--- src/rtl/host_cmd_pkg.sv ---
// Shared opcodes, status fields and FSM state encoding for the host command master.
package host_cmd_pkg;

  localparam logic [3:0] OP_PING  = 4'd0;
  localparam logic [3:0] OP_WRITE = 4'd1;
  localparam logic [3:0] OP_READ  = 4'd2;
  localparam logic [3:0] OP_RESET = 4'd3;

  localparam logic [3:0] ST_PING  = ~OP_PING;
  localparam logic [3:0] ST_WRITE = ~OP_WRITE;
  localparam logic [3:0] ST_READ  = ~OP_READ;
  localparam logic [3:0] ST_RESET = ~OP_RESET;
  localparam int         STATUS_TMO_BIT = 4;

  typedef enum logic [2:0] {
    S_IDLE,
    S_WB_WR,
    S_WR_WAIT,
    S_WB_RD,
    S_RD_SEND,
    S_RESP
  } state_t;

  // A zero request still moves one word.
  function automatic logic [23:0] word_count(input logic [23:0] n);
    return (n == 24'd0) ? 24'd1 : n;
  endfunction

  function automatic logic [31:0] status_word(input logic [3:0] op, input logic tmo);
    logic [31:0] s;
    s = {28'd0, ~op};
    s[STATUS_TMO_BIT] = tmo;
    return s;
  endfunction

endpackage

--- src/rtl/host_cmd_master_if.sv ---
// Classic single-beat Wishbone bus between the host command master and its slave.
interface host_cmd_master_if;
  logic [31:0] wbm_adr_o;
  logic [31:0] wbm_dat_o;
  logic [31:0] wbm_dat_i;
  logic        wbm_we_o;
  logic [3:0]  wbm_sel_o;
  logic        wbm_cyc_o;
  logic        wbm_stb_o;
  logic        wbm_ack_i;

  modport master (
    output wbm_adr_o, wbm_dat_o, wbm_we_o, wbm_sel_o, wbm_cyc_o, wbm_stb_o,
    input  wbm_dat_i, wbm_ack_i
  );

  modport slave (
    input  wbm_adr_o, wbm_dat_o, wbm_we_o, wbm_sel_o, wbm_cyc_o, wbm_stb_o,
    output wbm_dat_i, wbm_ack_i
  );
endinterface

--- src/rtl/host_cmd_timer.sv ---
// Ack timeout down-counter: reloads while the bus is idle or acked, flags expiry at terminal count.
module host_cmd_timer #(
  parameter int TIMEOUT_CYCLES = 1024
) (
  input  logic clk,
  input  logic rst,
  input  logic run,
  input  logic clear,
  output logic expired
);
  localparam int CW = $clog2(TIMEOUT_CYCLES + 1);
  localparam logic [CW-1:0] LOAD = CW'(TIMEOUT_CYCLES - 1);

  logic [CW-1:0] cnt;

  always_ff @(posedge clk) begin
    if (rst || !run || clear) cnt <= LOAD;
    else if (cnt != '0)       cnt <= cnt - CW'(1);
  end

  assign expired = run && !clear && (cnt == '0);
endmodule

--- src/rtl/host_cmd_master.sv ---
// Wishbone master executing PING/WRITE/READ/RESET host commands.
// Optional ack timeout enabled by defining HOST_CMD_MASTER_TIMEOUT_EN.
//
// state     | meaning
// S_IDLE    | waiting for a host command or reset
// S_WB_WR   | write transfer on the bus, waiting for ack
// S_WR_WAIT | between write words, waiting for next data word
// S_WB_RD   | read transfer on the bus, waiting for ack
// S_RD_SEND | read word held, waiting for oh_ready
// S_RESP    | final status word held, waiting for oh_ready
module host_cmd_master
  import host_cmd_pkg::*;
#(
  parameter int ADDR_INC       = 1,
  parameter int TIMEOUT_CYCLES = 1024
) (
  input  logic        clk,
  input  logic        rst,
  output logic        master_ready,
  input  logic        ih_ready,
  input  logic        ih_reset,
  input  logic [31:0] in_command,
  input  logic [31:0] in_address,
  input  logic [27:0] in_data_count,
  input  logic [31:0] in_data,
  input  logic        oh_ready,
  output logic        oh_en,
  output logic [31:0] out_status,
  output logic [31:0] out_address,
  output logic [27:0] out_data_count,
  output logic [31:0] out_data,
  host_cmd_master_if.master wb
);
  state_t      state;
  logic [3:0]  op;
  logic [31:0] start_addr;
  logic [23:0] remaining;
  logic        tmo_expired;
  logic        unused_bits;

  assign unused_bits   = ^{in_command[31:4], in_data_count[27:24]};
  assign wb.wbm_sel_o  = 4'hF;

`ifdef HOST_CMD_MASTER_TIMEOUT_EN
  host_cmd_timer #(.TIMEOUT_CYCLES(TIMEOUT_CYCLES)) u_timer (
    .clk     (clk),
    .rst     (rst),
    .run     (wb.wbm_cyc_o),
    .clear   (wb.wbm_ack_i),
    .expired (tmo_expired)
  );
`else
  logic unused_tmo;
  assign unused_tmo  = (TIMEOUT_CYCLES > 0);
  assign tmo_expired = 1'b0;
`endif

  // Suppressed while ih_reset is high so a discarded response never reaches the host.
  assign oh_en = !rst && !ih_reset && oh_ready && (state == S_RD_SEND || state == S_RESP);

  always_ff @(posedge clk) begin
    if (rst) begin
      state          <= S_IDLE;
      master_ready   <= 1'b0;
      op             <= '0;
      start_addr     <= '0;
      remaining      <= '0;
      out_status     <= '0;
      out_address    <= '0;
      out_data_count <= '0;
      out_data       <= '0;
      wb.wbm_adr_o   <= '0;
      wb.wbm_dat_o   <= '0;
      wb.wbm_we_o    <= 1'b0;
      wb.wbm_cyc_o   <= 1'b0;
      wb.wbm_stb_o   <= 1'b0;
    end else if (ih_reset) begin
      wb.wbm_cyc_o   <= 1'b0;
      wb.wbm_stb_o   <= 1'b0;
      wb.wbm_we_o    <= 1'b0;
      master_ready   <= 1'b0;
      out_status     <= status_word(OP_RESET, 1'b0);
      out_data_count <= '0;
      out_data       <= '0;
      state          <= S_RESP;
    end else begin
      case (state)
        S_IDLE: begin
          master_ready <= 1'b1;
          if (ih_ready) begin
            master_ready <= 1'b0;
            op           <= in_command[3:0];
            start_addr   <= in_address;
            remaining    <= word_count(in_data_count[23:0]);
            case (in_command[3:0])
              OP_WRITE: begin
                wb.wbm_adr_o <= in_address;
                wb.wbm_dat_o <= in_data;
                wb.wbm_we_o  <= 1'b1;
                wb.wbm_cyc_o <= 1'b1;
                wb.wbm_stb_o <= 1'b1;
                state        <= S_WB_WR;
              end
              OP_READ: begin
                wb.wbm_adr_o <= in_address;
                wb.wbm_we_o  <= 1'b0;
                wb.wbm_cyc_o <= 1'b1;
                wb.wbm_stb_o <= 1'b1;
                state        <= S_WB_RD;
              end
              default: begin
                out_status     <= status_word(in_command[3:0], 1'b0);
                out_address    <= in_address;
                out_data_count <= '0;
                out_data       <= '0;
                state          <= S_RESP;
              end
            endcase
          end
        end
        S_WB_WR: begin
          if (wb.wbm_ack_i) begin
            wb.wbm_cyc_o <= 1'b0;
            wb.wbm_stb_o <= 1'b0;
            wb.wbm_we_o  <= 1'b0;
            remaining    <= remaining - 24'd1;
            if (remaining == 24'd1) begin
              out_status     <= status_word(OP_WRITE, 1'b0);
              out_address    <= start_addr;
              out_data_count <= '0;
              out_data       <= wb.wbm_dat_o;
              state          <= S_RESP;
            end else begin
              master_ready <= 1'b1;
              state        <= S_WR_WAIT;
            end
          end else if (tmo_expired) begin
            wb.wbm_cyc_o   <= 1'b0;
            wb.wbm_stb_o   <= 1'b0;
            wb.wbm_we_o    <= 1'b0;
            out_status     <= status_word(op, 1'b1);
            out_address    <= start_addr;
            out_data_count <= '0;
            out_data       <= wb.wbm_dat_o;
            state          <= S_RESP;
          end
        end
        S_WR_WAIT: begin
          if (ih_ready) begin
            master_ready <= 1'b0;
            wb.wbm_adr_o <= wb.wbm_adr_o + 32'(ADDR_INC);
            wb.wbm_dat_o <= in_data;
            wb.wbm_we_o  <= 1'b1;
            wb.wbm_cyc_o <= 1'b1;
            wb.wbm_stb_o <= 1'b1;
            state        <= S_WB_WR;
          end
        end
        S_WB_RD: begin
          if (wb.wbm_ack_i) begin
            wb.wbm_cyc_o   <= 1'b0;
            wb.wbm_stb_o   <= 1'b0;
            remaining      <= remaining - 24'd1;
            out_status     <= status_word(OP_READ, 1'b0);
            out_address    <= start_addr;
            out_data_count <= {4'd0, remaining - 24'd1};
            out_data       <= wb.wbm_dat_i;
            state          <= S_RD_SEND;
          end else if (tmo_expired) begin
            wb.wbm_cyc_o   <= 1'b0;
            wb.wbm_stb_o   <= 1'b0;
            out_status     <= status_word(op, 1'b1);
            out_address    <= start_addr;
            out_data_count <= '0;
            out_data       <= '0;
            state          <= S_RESP;
          end
        end
        S_RD_SEND: begin
          if (oh_ready) begin
            if (remaining == 24'd0) begin
              master_ready <= 1'b1;
              state        <= S_IDLE;
            end else begin
              wb.wbm_adr_o <= wb.wbm_adr_o + 32'(ADDR_INC);
              wb.wbm_cyc_o <= 1'b1;
              wb.wbm_stb_o <= 1'b1;
              state        <= S_WB_RD;
            end
          end
        end
        S_RESP: begin
          if (oh_ready) begin
            master_ready <= 1'b1;
            state        <= S_IDLE;
          end
        end
        default: state <= S_IDLE;
      endcase
    end
  end
endmodule

--- src/flat_wrapper.sv ---
// flat-port wrapper written by rule: the top's interface ports become plain ports
module host_cmd_master_flat import host_cmd_pkg::*;
#(
  parameter int ADDR_INC       = 1,
  parameter int TIMEOUT_CYCLES = 1024
)
  (clk, rst, master_ready, ih_ready, ih_reset, in_command, in_address, in_data_count, in_data, oh_ready, oh_en, out_status, out_address, out_data_count, out_data, wb_wbm_adr_o, wb_wbm_dat_o, wb_wbm_we_o, wb_wbm_sel_o, wb_wbm_cyc_o, wb_wbm_stb_o, wb_wbm_dat_i, wb_wbm_ack_i);
  host_cmd_master_if wb_i ();
  input  logic clk;
  input  logic rst;
  output logic master_ready;
  input  logic ih_ready;
  input  logic ih_reset;
  input  logic [31:0] in_command;
  input  logic [31:0] in_address;
  input  logic [27:0] in_data_count;
  input  logic [31:0] in_data;
  input  logic oh_ready;
  output logic oh_en;
  output logic [31:0] out_status;
  output logic [31:0] out_address;
  output logic [27:0] out_data_count;
  output logic [31:0] out_data;
  output wire logic [$bits(wb_i.wbm_adr_o)-1:0] wb_wbm_adr_o;
  output wire logic [$bits(wb_i.wbm_dat_o)-1:0] wb_wbm_dat_o;
  output wire logic [$bits(wb_i.wbm_we_o)-1:0] wb_wbm_we_o;
  output wire logic [$bits(wb_i.wbm_sel_o)-1:0] wb_wbm_sel_o;
  output wire logic [$bits(wb_i.wbm_cyc_o)-1:0] wb_wbm_cyc_o;
  output wire logic [$bits(wb_i.wbm_stb_o)-1:0] wb_wbm_stb_o;
  input wire logic [$bits(wb_i.wbm_dat_i)-1:0] wb_wbm_dat_i;
  input wire logic [$bits(wb_i.wbm_ack_i)-1:0] wb_wbm_ack_i;
  assign wb_wbm_adr_o = wb_i.wbm_adr_o;
  assign wb_wbm_dat_o = wb_i.wbm_dat_o;
  assign wb_wbm_we_o = wb_i.wbm_we_o;
  assign wb_wbm_sel_o = wb_i.wbm_sel_o;
  assign wb_wbm_cyc_o = wb_i.wbm_cyc_o;
  assign wb_wbm_stb_o = wb_i.wbm_stb_o;
  assign wb_i.wbm_dat_i = wb_wbm_dat_i;
  assign wb_i.wbm_ack_i = wb_wbm_ack_i;
  host_cmd_master #(.ADDR_INC(ADDR_INC), .TIMEOUT_CYCLES(TIMEOUT_CYCLES)) u_core (.clk(clk), .rst(rst), .master_ready(master_ready), .ih_ready(ih_ready), .ih_reset(ih_reset), .in_command(in_command), .in_address(in_address), .in_data_count(in_data_count), .in_data(in_data), .oh_ready(oh_ready), .oh_en(oh_en), .out_status(out_status), .out_address(out_address), .out_data_count(out_data_count), .out_data(out_data), .wb(wb_i));
endmodule
--- config.mk ---
export PLATFORM = sky130hd
export DESIGN_NAME = host_cmd_master_flat
export DESIGN_NICKNAME = d
export VERILOG_FILES = /design/src/rtl/host_cmd_pkg.sv /design/src/rtl/host_cmd_master_if.sv /design/src/rtl/host_cmd_timer.sv /design/src/rtl/host_cmd_master.sv /design/src/flat_wrapper.sv
export SDC_FILE = /design/constraint.sdc
export NUM_CORES = 1
export LEC_CHECK = 0
export BUFFER_PORTS_ARGS = -buffer_cell sky130_fd_sc_hd__buf_2
export CAP_MARGIN = 25
export CELL_PAD_IN_SITES_DETAIL_PLACEMENT = 1
export CELL_PAD_IN_SITES_GLOBAL_PLACEMENT = 1
export CORE_UTILIZATION = 39
export CTS_CLUSTER_SIZE = 8
export DETAILED_ROUTE_END_ITERATION = 8
export GPL_ROUTABILITY_DRIVEN = 0
export PLACE_DENSITY = 0.88
export SYNTH_ARGS = -nofsm -noshare
export SYNTH_HDL_FRONTEND = slang
export SYNTH_HIERARCHICAL = 1
export SYNTH_SLANG_ARGS = --single-unit
--- constraint.sdc ---
create_clock -name clk -period 6.8 [get_ports clk]
set_input_delay 1.36 -clock clk [delete_from_list [all_inputs] [get_ports clk]]
set_output_delay 1.36 -clock clk [all_outputs]
set_load 0.01 [all_outputs]
; Word-level counts from Yosys, hierarchy flattened
; Index checks and enable logic that the tools add are counted.
[totals]
register_bits = 250
inputBits = 162
word_cells = 149
[op_classes]
n_addsub = 2
n_eq_ne = 31
n_mux = 68
n_bitwise = 2
n_reduce_logical = 32
[op_table]
columns = cell, count
row1 = 32-bit two-way mux, 23
row2 = 32-bit one-hot mux with 3 select lines, 4
row3 = 28-bit two-way mux, 5
row4 = 28-bit one-hot mux with 3 select lines, 1
row5 = 24-bit two-way mux, 3
row6 = 32-bit one-hot mux with 2 select lines, 1
row7 = 24-bit zero test, 2
row8 = 24-bit one-hot mux with 2 select lines, 1
row9 = 32-bit by 1-bit adder with 32-bit output (second input constant), 1
row10 = 7-bit AND reduction, 4
row11 = 24-bit by 1-bit == test with 1-bit output (second input constant), 1
row12 = 3-bit two-way mux, 8
row13 = 2-bit != test (second input constant), 12
row14 = 3-bit != test (second input constant), 8
row15 = 6-bit AND reduction, 4
row16 = 24-bit by 1-bit subtractor with 24-bit output (second input constant), 1
row17 = 3-bit one-hot mux with 6 select lines, 1
row18 = 1-bit two-way mux, 14
row19 = 5-bit AND reduction, 2
row20 = 3-bit nonzero test, 3
row21 = 4-bit nonzero test, 2
row22 = 3-bit by 2-bit == test with 1-bit output (second input constant), 2
row23 = 3-bit == test (second input constant), 2
row24 = 3-bit one-hot mux with 2 select lines, 1
row25 = other kinds (22), 29

; Depth between registers and ports, before layout
; Gate-level depths: netlist of run 1.
[logic_depth]
word_depth = 6
ltp_mapped = 10
ltp_nobuf = 8

; Worst setup path before layout of run 1
; Ideal clock, no wire load.
[synth_timing]
path_kind = input to output
from = input ih_reset
to = output oh_en
arrival_ps = 2228
t_required_ps = 5440
path_slack_ps = 3212
cell_stages = 4
n_path_buf = 2
cell_sequence = clkbuf_1 > or2_2 > clkbuf_1 > nor2_1
[synth_between]
elab_chain_len = 4
[synth_lines]
columns = element, line_no
row1 = start: declaration, flat_wrapper.sv:13  ; input logic ih_reset;
row2 = 1-bit zero test, host_cmd_master.sv:59  ; assign oh_en = !rst && !ih_reset && oh_ready && (state == S_RD_SEND || state == S_RESP);
row3 = 1-bit logical AND (3 in a row), host_cmd_master.sv:59
row4 = end: declaration, flat_wrapper.sv:19  ; output logic oh_en;
; No other way between the ends.

; Final worst setup path of run 1
; Same ends and word-level chain as after synthesis.

==> impl_results.md, run 1 <==
* Kind of critical path: in2out
* Gr ovfl total at 0
* Main combinational cell family by area after synthesis: compound AO/OA/AOI/OAI gates
* Adder-Cell Fraction of Synth Area at 0.00362
* Largest net degree at the start of global routing at 91
* Status: complete, no violations
* Die area at 27,300 µm²
* Starting Density at 0.398
* Post-CTS Setup Inserts at 0
* Async SR Flop Fraction at 0
* Cell Pwr Density at 263 nW/µm²
* Global-route wire length before repair at 57.3 mm
* GRT Total Usage at 0.268
* Post-DR wirelength/cell at 20.2 µm
* Top-level port count at 359
* HPWL Detailed at 25.0 mm
* Via count at 10,541
* Setup violators final at 0
* Ys Warns at 6
* Gate Count Post-Synth at 1,273
* Period utilisation layout at 0.555
* Vias per inst at 5.70
* Maximum clock path buffer count at 3
* Count of pins over their slew limit at 0
* Avg Synthesized Cell Area at 8.15 µm²
* Cell Area, Synth at 10,400 µm²
* Clk sinks at 218
* Crit end category: output pin
* Final min period at 3780 ps
* Sequential share of power at 0.414
* Post-synthesis mux area share at 0.0357
* Row count at 59
* DRT Pass-1 Iters at 5
* Worst slew margin at 0.319
* Clock power share at 0.412
* Req. time, crit path at 5440 ps
* Most used flip-flop cell after synthesis: dfxtp_1
* Logic pwr share at 0.174
* Clock-pin slew on the worst setup and hold paths at 50 ps
* Layout area overhead at 22.2%
* Routed Wire Length at 37.3 mm
* Clock Skew at 12.9 ps
* Vias in the first global route at 10,375
* DRC Markers at 0
* Slew @ Worst Pin at 1010 ps
* Post-route setup TNS at 0 ps
* WP data arrival at 2420 ps
* Switch Pwr at 0.000980 W
* DRT iter0 DRCs at 710
* RSZ-0062 raised after global routing: no
* Max-cap viol count at 0
* Initial antenna violation count at 10
* Finished Core Util at 0.486
* Port Buf Inserts at 290
* Inserted Clock Buffers at 31
* Worst-skew pair later-pin latency at 550 ps
* Leakage at 5.72 nW
* H-tree depth at 1
* XOR/XNOR Fraction of Synth Area at 0.0177
* Peak VDD IR at 201 µV
* Hold_buf cts at 0
* Setup crit start kind: primary input
* Seq cells post-synth at 218
* Sequential fraction of the synthesis area at 0.421
* Post-synth cell types at 61
* Post-Synth Simple-Gate Area at 0.224
* CTS tree: built
* Vert. Die Dim at 165 µm
* Share of post-route cells with drive strength above 1 at 0.237
* Post-CTS Resized at 0
* Fillers at 3,182
* CTS root buf: clkbuf_16
* Die Wd at 165 µm
* Pint at 0.00235 W
* Crit Path Max Fanout at 11
* Post-synth EDFFs at 0
* Hold crit path type: reg2reg
* Antenna-violating nets left at 0
* Switch share at 0.294
* FMAX at 265 MHz
* Final #Nets at 1,670
* Final Hold Viols at 0
* Core footprint at 26,100 µm²
* Post-synthesis compound-gate area fraction at 0.225
[power groups by stage]
stage	Combinational (W)	Sequential (W)	Clock, W
floorplan	0.000387	0.00140	0
global placement	0.000546	0.00140	0
detailed placement	0.000566	0.00140	0
CTS	0.000574	0.00138	0.00140
global route	0.000634	0.00138	0.00146
finish	0.000579	0.00138	0.00137
[layout make-up]
class	count	area [µm²]	share of cell area
clock buffers	34	817	0.0645
well taps	335	419	0.0331
diodes	8	20.0	0.00158
inverters	10	37.5	0.00296
clock inverters	1	8.76	0.000691
multi-input cells	938	5420	0.428
flip-flops and latches	218	4360	0.344
repair buffers	306	1590	0.125
[sequential cells by signal, summed over array words and instances (netlist names)]
register / count
u_core/out_data: 32
u_core/start_addr: 32
u_core/wb.wbm_dat_o: 32
u_core/wb.wbm_stb_o: 1
u_core/state: 3
u_core/wb.wbm_adr_o: 32
u_core/remaining: 24
u_core/master_ready: 1
u_core/out_data_count: 24
u_core/out_status: 4
u_core/out_address: 32
u_core/wb.wbm_we_o: 1
[cell usage in the layout (no fill, tap or decap), types with 6 or more instances in the layout]
| cell | netlist | routed |
|---|---|---|
| buf_2 | 8 | 289 |
| dfxtp_1 | 218 | 218 |
| nand2_1 | 204 | 204 |
| nor2_1 | 138 | 136 |
| a21oi_1 | 97 | 97 |
| o21ai_0 | 51 | 51 |
| a22o_1 | 37 | 37 |
| mux2i_1 | 37 | 37 |
| conb_1 | 2 | 36 |
| a311oi_1 | 35 | 35 |
| clkbuf_16 | 0 | 31 |
| and2_1 | 28 | 27 |
| nor3_1 | 25 | 24 |
| a21o_1 | 21 | 20 |
| nor4_1 | 20 | 19 |
| nand2b_1 | 19 | 18 |
| buf_4 | 38 | 16 |
| a221o_1 | 16 | 16 |
| nand3_1 | 14 | 14 |
| nand4_1 | 14 | 14 |
| xor2_1 | 11 | 11 |
| a22oi_1 | 11 | 11 |
| inv_1 | 10 | 10 |
| xnor2_1 | 10 | 10 |
| o32ai_1 | 10 | 10 |
| or3_1 | 9 | 9 |
| o31ai_1 | 9 | 9 |
| diode_2 | 0 | 8 |
| a211oi_1 | 8 | 8 |
| o41ai_1 | 6 | 6 |
| a31oi_1 | 6 | 6 |
[cells in the mapped netlist (10+ instances only)]
| library cell | number | area (µm²) |
|---|---|---|
| dfxtp_1 | 218 | 4360 |
| nand2_1 | 204 | 766 |
| nor2_1 | 138 | 518 |
| a21oi_1 | 97 | 485 |
| clkbuf_1 | 88 | 330 |
| o21ai_0 | 51 | 255 |
| buf_4 | 38 | 285 |
| a22o_1 | 37 | 324 |
| mux2i_1 | 37 | 370 |
| a311oi_1 | 35 | 307 |
| and2_1 | 28 | 175 |
| nor3_1 | 25 | 125 |
| a21o_1 | 21 | 158 |
| nor4_1 | 20 | 125 |
| nand2b_1 | 19 | 119 |
| a221o_1 | 16 | 160 |
| nand3_1 | 14 | 70.1 |
| nand4_1 | 14 | 87.6 |
| a22oi_1 | 11 | 82.6 |
| xor2_1 | 11 | 96.3 |
| inv_1 | 10 | 37.5 |
| o32ai_1 | 10 | 87.6 |
| xnor2_1 | 10 | 87.6 |
[metal layers]
metal	routed length [µm]	GRT usage	vias to the layer above
li1	-	-	4917
met4	1420	0.113	2
met3	1980	0.0460	91
met1	16000	0.348	5184
met2	17800	0.436	347
met5	11	0	-
[worst paths after layout]
check,startpoint,end,slack (ps),cells past startpoint
worst min register to register,u_core/out_data[21],u_core/out_data[21],450,1
worst max register to register,u_core/remaining[4],u_core/out_data[24],3530,7
worst max-delay path,ih_reset,oh_en,3020,4
worst min-delay path,u_core/out_data[21],u_core/out_data[21],450,1
[metrics by stage]
stage               instances  hold WS, ps  setup WS [ps]  total power (W)  area, µm²
CTS                      1842          446           3030          0.00335      12700
floorplan                1307          437           3210          0.00178      10500
global route             1850          472           2950          0.00348      12700
detailed placement       1807          435           3010          0.00197      11800
finish                   1850          447           3020          0.00333      12700
global placement         1806          428           2930          0.00195      11800
[worst max-delay path, cell delays in order]
cell and delay [ps]:
buf_2 170, or2_2 430, nor2_1 250, buf_2 190
[logic make-up after synthesis]
| kind of cell | Yosys count |
|---|---|
| AOI/OAI and AO/OA | 338 |
| and+or+nand+nor | 503 |
| muxes | 37 |
| buffers and inverters | 151 |
| DFF | 218 |
| xor gates and xnor gates | 21 |
| other | 2 |
| adders and majority gates | 3 |
No activity file was read; power rests on OpenSTA's default activity.
==> run 2: changes to the inputs <==
ABC_AREA = 1   (was default)
CORE_UTILIZATION = 35   (was 39)
PLACE_DENSITY = 0.82   (was 0.88)
clock period = 3.5 ns   (was 6.8 ns; I/O delays follow)
==> run 2 against run 1 <==
Register-to-register slack got worse by 2800 ps. Critical path type is now reg2reg. Synthesized area grew 9.6%. Clock skew increased by 2.7 ps. Utilization fell by 5.1 points. Clock-buffer cell count decreased by 1. Sequential power increased by 110%. Sequential share of layout area shrank 2.8 points. Flip-flop and latch count unchanged. Via count increased by 18%. Die area rose by 22%. Largest cell class unchanged. Combinational power rose to 3.1 times the previous value.
==> impl_results.md, run 2 <==
* Cell Area, Synth at 11,400 µm² (+9.6%)
* Period utilisation layout at 0.783
* Final #Nets at 2,188 (+31%)
* Post-CTS Resized at 0 (unchanged)
* GRT Total Usage at 0.253 (-0.0151)
* Req. time, crit path at 3990 ps (-1450 ps)
* Hold crit path type: in2reg
* CTS tree: built
* Clk sinks at 218 (unchanged)
* DRT Pass-1 Iters at 5 (unchanged)
* DRC Markers at 0 (unchanged)
* Flop-to-flop setup slack at 760 ps (-2770 ps)
* Global-route wire length before repair at 67.1 mm (+17%)
* Hold_buf cts at 0 (unchanged)
* Antenna-violating nets left at 0 (unchanged)
* Area leader, netlist: dfxtp_1
* Worst Hold Endpoint: u_core/wb.wbm_dat_o[5]
* Pre-CTS setup slack at 763 ps (-2250 ps)
* Vert. Die Dim at 182 µm (+10%)
* Final setup margin at 759 ps (-2260 ps)
* Core footprint at 31,700 µm² (+22%)
* Kind of critical path: reg2reg
* Gr ovfl total at 0 (unchanged)
* Share of post-route cells with drive strength above 1 at 0.190 (-0.0473)
* CP max-delay cell: o21ai_0
* Post-route setup TNS at 0 ps (unchanged)
* Commonest non-fill, non-tap cells in the layout: nand2_1, nor2_1, buf_2, dfxtp_1, o21ai_0
* Final min period at 2740 ps
* Sequential fraction of the synthesis area at 0.384 (-0.0369)
* Vias per inst at 5.11 (-10%)
* Cell Pwr Density at 534 nW/µm² (+100%)
* Gate Count Post-Synth at 1,771 (+39%)
* Count leader, synth: nand2_1
* Post-synth EDFFs at 0 (unchanged)
* Die Wd at 182 µm (+10%)
* Max-cap viol count at 0 (unchanged)
* Slew @ Worst Pin at 858 ps (-153 ps)
* Worst slew margin at 0.426 (+0.107)
* Row count at 65 (+10%)
* Commonest non-fill, non-tap cell in the layout: nand2_1
* Reg2reg end: u_core/out_data[1]
* CTS root buf: clkbuf_16
* Peak VDD IR at 336 µV (+67%)
* Maximum clock path buffer count at 3 (unchanged)
* Via count at 12,417 (+18%)
* Post-synth top area share at 0.384 (-0.0369)
* Final Hold Viols at 0 (unchanged)
* Cells on worst reg2reg path at 8 (+1)
* Hold Path Cell Cnt at 3 (+2)
* Top-level port count at 359 (unchanged)
* Clock Skew at 15.6 ps (+2.70 ps)
* RSZ-0062 raised after global routing: no
* H-tree depth at 1 (unchanged)
* Crit Path Max Fanout at 25 (+14)
* Seq cells post-synth at 218 (unchanged)
* Ys Warns at 6 (unchanged)
* FMAX at 365 MHz
* Inserted Clock Buffers at 31 (unchanged)
* WP data arrival at 3230 ps (+810 ps)
* Count of pins over their slew limit at 0 (unchanged)
* Post-CTS Setup Inserts at 0 (unchanged)
* RR Startpoint: u_core/state[2]
* Setup violators final at 0 (unchanged)
* Post-synth top cells: nand2_1, nor2_1, dfxtp_1
* Max incr delay on CP at 530 ps (+100 ps)
* Most used flip-flop cell after synthesis: dfxtp_1
* Post-synth cell types at 37 (-39%)
* DRT iter0 DRCs at 494 (-30%)
* Post-DR wirelength/cell at 17.6 µm (-13%)
* Die area at 33,200 µm² (+22%)
* HPWL Detailed at 31.1 mm (+25%)
* Critical path cell sequence: inv_2 > nand2_2 > nor2_4 > buf_4 > inv_1 > o21ai_0 > o21ai_1 > nor2_1
* Worst-skew pair later-pin latency at 560 ps (about the same)
* Port Buf Inserts at 290 (unchanged)
* Setup crit start kind: register
* Largest net degree at the start of global routing at 62 (-32%)
* Crit end category: register
* Status: complete, no violations
* Routed Wire Length at 42.8 mm (+15%)
* Power Total at 0.00737 W (+120%)
* Min-delay src: in_data[5]
* Avg Synthesized Cell Area at 6.42 µm² (-21%)
* Clock-pin slew on the worst setup and hold paths at 50 ps (about the same)
* Async SR Flop Fraction at 0 (unchanged)
* Starting Density at 0.358 (-0.0396)
* Layout area overhead at 21.5%
* Leakage at 6.34 nW (+11%)
* Vias in the first global route at 12,429 (+20%)
* Initial antenna violation count at 7 (-3)
* Top post-synthesis cells by area: dfxtp_1, nand2_1, nor2_1
[run 2: cell types whose count changed in the layout (fill, tap and decap cells not counted), sizes merged, moves of 21 or more]
cell,before,now
and2,29,3
nor2,138,366
nand3,14,76
mux2i,37,0
a21o,21,0
nand2,204,459
a21oi,98,126
o21ai,52,186
inv,11,117
a311oi,35,0
nor4,22,0
nor3,25,2
[run 2: where the power goes]
part	leakage [nW]	switching, W	internal [W]
Sequential	1.78	0.000182	0.00268
Clock	0.408	0.00108	0.00163
Combinational	4.15	0.00123	0.000574
Total	6.34	0.00249	0.00488
[run 2: logic make-up (layout without fill, tap and decap cells)]
kind of cell    after synthesis  count (layout)  synth area share
compound gates              343             343             0.160
xor+xnor                     17              17            0.0131
other cells                   2              41          0.000661
simple gates                938             938             0.335
fa+ha+maj                     3               3           0.00330
flops                       218             218             0.384
buf+inv                     250             470             0.104
[run 2: critical path, delay by kind of cell (launching register included)]
family,cells,cell delay (ps)
compound gates,2,680
flops,1,450
buf+inv,3,780
simple gates,3,740
[run 2: metal layers]
metal	GRT usage	wire, µm	vias up
met4	0.107	1410	6
met2	0.453	21200	359
met1	0.291	17500	5904
met3	0.0493	2590	75
li1	-	-	6073
met5	0	47	-
[run 2: metrics by stage]
stage	cells	util	hold slack (ps)	cell area (µm²)
4_1_cts	2427	0.435	374	13800
2_1_floorplan	1805	-	455	11500
5_1_grt	2431	0.436	382	13800
6_report	2432	0.436	400	13800
3_5_place_dp	2392	0.409	442	13000
3_3_place_gp	2392	0.409	438	13000
[run 2: how the worst max path moves through the flow]
| stage | startpoint | endpoint |
|---|---|---|
| after floorplan | rst | oh_en |
| after global placement | in_command[3] | u_core/out_status[2] |
| after detailed placement | u_core/state[2] | u_core/out_data[1] |
| after CTS | u_core/state[2] | u_core/out_data[1] |
| after global routing | u_core/state[2] | u_core/out_data[1] |
| final | u_core/state[2] | u_core/out_data[1] |
[run 2: area by class of cell]
class                           count  area (µm²)
Multi-Input combinational cell   1337        5980
Timing Repair Buffer              317        1680
Fill cell                        4298       17900
Antenna cell                        5        12.5
Clock inverter                      2        50.0
Tap cell                          402         503
Sequential cell                   218        4360
Inverter                          118         443
Clock buffer                       33         783
==> run 3: changes to the inputs <==
ABC_AREA = 0   (was 1)
CORE_UTILIZATION = 33   (was 35)
PLACE_DENSITY = 0.79   (was 0.82)
clock period = 2.3 ns   (was 3.5 ns; I/O delays follow)
==> run 3 against run 2 <==
The flow now finishes with violations (design-rule violations). Hold slack lost 280 ps. Register-to-register slack got worse by 680 ps. Sequential power is 41% higher. Cell count shrank 19%. Critical path depth decreased by 1. Clock-buffer cell count unchanged. Routed wire length is 7.8% lower. Fmax grew 23%. First-iteration DRC count rose by 20%. Combinational power increased by 16%. Clock power up 53%.
==> impl_results.md, run 3 (synthesized netlist as in run 1, its figures left out) <==
* Maximum clock path buffer count at 3 (unchanged)
* Status: complete, but fails checks
* HPWL Detailed at 26.2 mm (-16%)
* Max incr delay on CP at 370 ps (-160 ps)
* DRT iter0 DRCs at 594 (+20%)
* Worst-skew pair later-pin latency at 570 ps (about the same)
* Vias in the first global route at 10,722 (-14%)
* Leakage at 6.18 nW (-2.4%)
* Cell family with most CP delay: simple AND/OR/NAND/NOR gates
* Vert. Die Dim at 179 µm (-1.6%)
* Crit Path Max Fanout at 17 (-32%)
* Final Hold Viols at 0 (unchanged)
* Antenna-violating nets left at 0 (unchanged)
* Critical path cell sequence: nor4_4 > and4b_2 > nand4bb_4 > a21o_1 > and2_4 > buf_12 > a221o_1
* Final min period at 2220 ps (-520 ps)
* Setup crit start: u_core/remaining[5]
* Switch share at 0.295 (-0.0433)
* Share of post-route cells with drive strength above 1 at 0.279 (+0.0894)
* Inserted Clock Buffers at 31 (unchanged)
* Core footprint at 30,700 µm² (-3.1%)
* Failing checks: design-rule violations
* WP data arrival at 2660 ps (-570 ps)
* Fillers at 3,792 (-12%)
* Die area at 32,100 µm² (-3.2%)
* Kind of critical path: reg2reg
* Peak VDD IR at 512 µV (+52%)
* Flop-to-flop setup slack at 80 ps (-680 ps)
* Initial antenna violation count at 6 (-1)
* Hold crit path type: in2reg
* Via count at 10,790 (-13%)
* Req. time, crit path at 2740 ps (-1250 ps)
* Switch Pwr at 0.00302 W (+21%)
* Cell Pwr Density at 753 nW/µm² (+41%)
* Setup crit start kind: register
* Clk sinks at 218 (unchanged)
* CTS tree: built
* Starting Density at 0.337 (-0.0211)
* CP max-delay cell: a221o_1
* Post-DR wirelength/cell at 19.9 µm (+13%)
* Top-level port count at 359 (unchanged)
* RR Startpoint: u_core/remaining[5]
* Clock power share at 0.404 (+0.036)
* Placed cell areas at 12,500 µm² (-3.4%)
* Design area at 13,600 µm² (-1.4%)
* Clock-pin slew on the worst setup and hold paths at 50 ps (about the same)
* H-tree depth at 1 (unchanged)
* Logic pwr share at 0.202 (-0.042)
* DRT Pass-1 Iters at 7 (+2)
* Worst slew margin at 0.473 (+0.0462)
* Min-delay src: in_data[14]
* Post-Layout Cell Count at 1,978 (-19%)
* Gr ovfl total at 0 (unchanged)
* GRT Total Usage at 0.233 (-0.0197)
* Commonest non-fill, non-tap cell in the layout: buf_2
* Count of pins over their slew limit at 0 (unchanged)
* Period utilisation layout at 0.966 (+0.183)
* Slew @ Worst Pin at 791 ps (-67.3 ps)
* Crit end category: register
* Largest net degree at the start of global routing at 166 (+170%)
* CP Buf/Inv Count at 1 (-2)
* Final #Nets at 1,740 (-20%)
* Global-route wire length before repair at 59.0 mm (-12%)
* Row count at 64 (-1.5%)
* Sequential share of power at 0.394 (+0.006)
* Max-cap viol count at 0 (unchanged)
* Routed Wire Length at 39.4 mm (-7.8%)
* Clock Skew at 21.0 ps (+5.36 ps)
* Pint at 0.00724 W (+48%)
* Port Buf Inserts at 290 (unchanged)
* CTS root buf: clkbuf_16
* Commonest non-fill, non-tap cells in the layout: buf_2, dfxtp_1, nand2_1, nor2_1, a21oi_1
* Vias per inst at 5.46 (+6.8%)
* Die Wd at 179 µm (-1.6%)
* DRC Markers at 36 (+36)
* FMAX at 450 MHz (+23%)
* Layout area overhead at 31.3%
* Placed cells at 1,930 (-19%)
* Setup violators final at 0 (unchanged)
==> run 3: cell types whose count changed in the layout (fill, tap and decap cells not counted), sizes merged, moves of 37 or more <==
cell   change
nand2    -255
nor2     -228
o21ai    -134
inv      -106
nand3     -62
buf       +56
mux2i     +37
==> run 3: layer usage <==
metal	share of wire	global-route usage
met1	0.44	0.293
met2	0.48	0.389
met3	0.050	0.0409
met4	0.035	0.100
met5	0.00033	0
==> run 3: area by class of cell <==
type,count,area [µm²],area share
multi-input cells,938,5500,0.404
flip-flops and latches,218,4370,0.320
repair buffers,376,2380,0.175
clock buffers,33,783,0.0575
well taps,396,495,0.0364
clock inverters,2,50.0,0.00367
inverters,10,37.5,0.00275
diodes,5,12.5,0.000918
==> run 3: worst register-to-register path: cells and delay by family (launching register included) <==
kind            cells  cell delay (ps)
flops               1              340
simple gates        4             1020
compound gates      2              590
buf+inv             1              160
==> run 3: worst paths after layout <==
path	end	cells past startpoint
setup / recovery	u_core/out_data[11]	7
hold / removal	u_core/wb.wbm_dat_o[14]	3
setup reg to reg	u_core/out_data[11]	7
hold reg to reg	u_core/out_data[14]	1
==> run 3: power by group through the flow <==
stage | sequential [W] | combinational [W] | clock (W)
2_1_floorplan | 0.00413 | 0.00115 | 0
3_5_place_dp | 0.00412 | 0.00193 | 0
4_1_cts | 0.00404 | 0.00199 | 0.00427
5_1_grt | 0.00406 | 0.00226 | 0.00439
6_report | 0.00404 | 0.00208 | 0.00415
3_3_place_gp | 0.00410 | 0.00189 | 0
==> run 3: what timing repair did <==
item | CTS | global route
endpoints found under the setup margin | 10 | 86
pin swaps | 1 | 8
gates resized for setup | 2 | 22
gates cloned | 2 | 3
setup buffers | 2 | 1
hold buffers | 0 | 0
==> run 3: metrics by stage <==
| step | hold WS (ps) | power [W] | setup WS (ps) | setup TNS (ps) | utilization |
|---|---|---|---|---|---|
| 2_1_floorplan | 437 | 0.00527 | -3.87 | -11.6 | - |
| 3_3_place_gp | 428 | 0.00600 | 57.1 | 0 | 0.407 |
| 3_5_place_dp | 438 | 0.00605 | -7.52 | -15.5 | 0.407 |
| 4_1_cts | 96.5 | 0.0103 | 6.75 | 0 | 0.438 |
| 5_1_grt | 124 | 0.0107 | -4.52 | -4.52 | 0.443 |
| 6_report | 124 | 0.0103 | 79.0 | 0 | 0.443 |
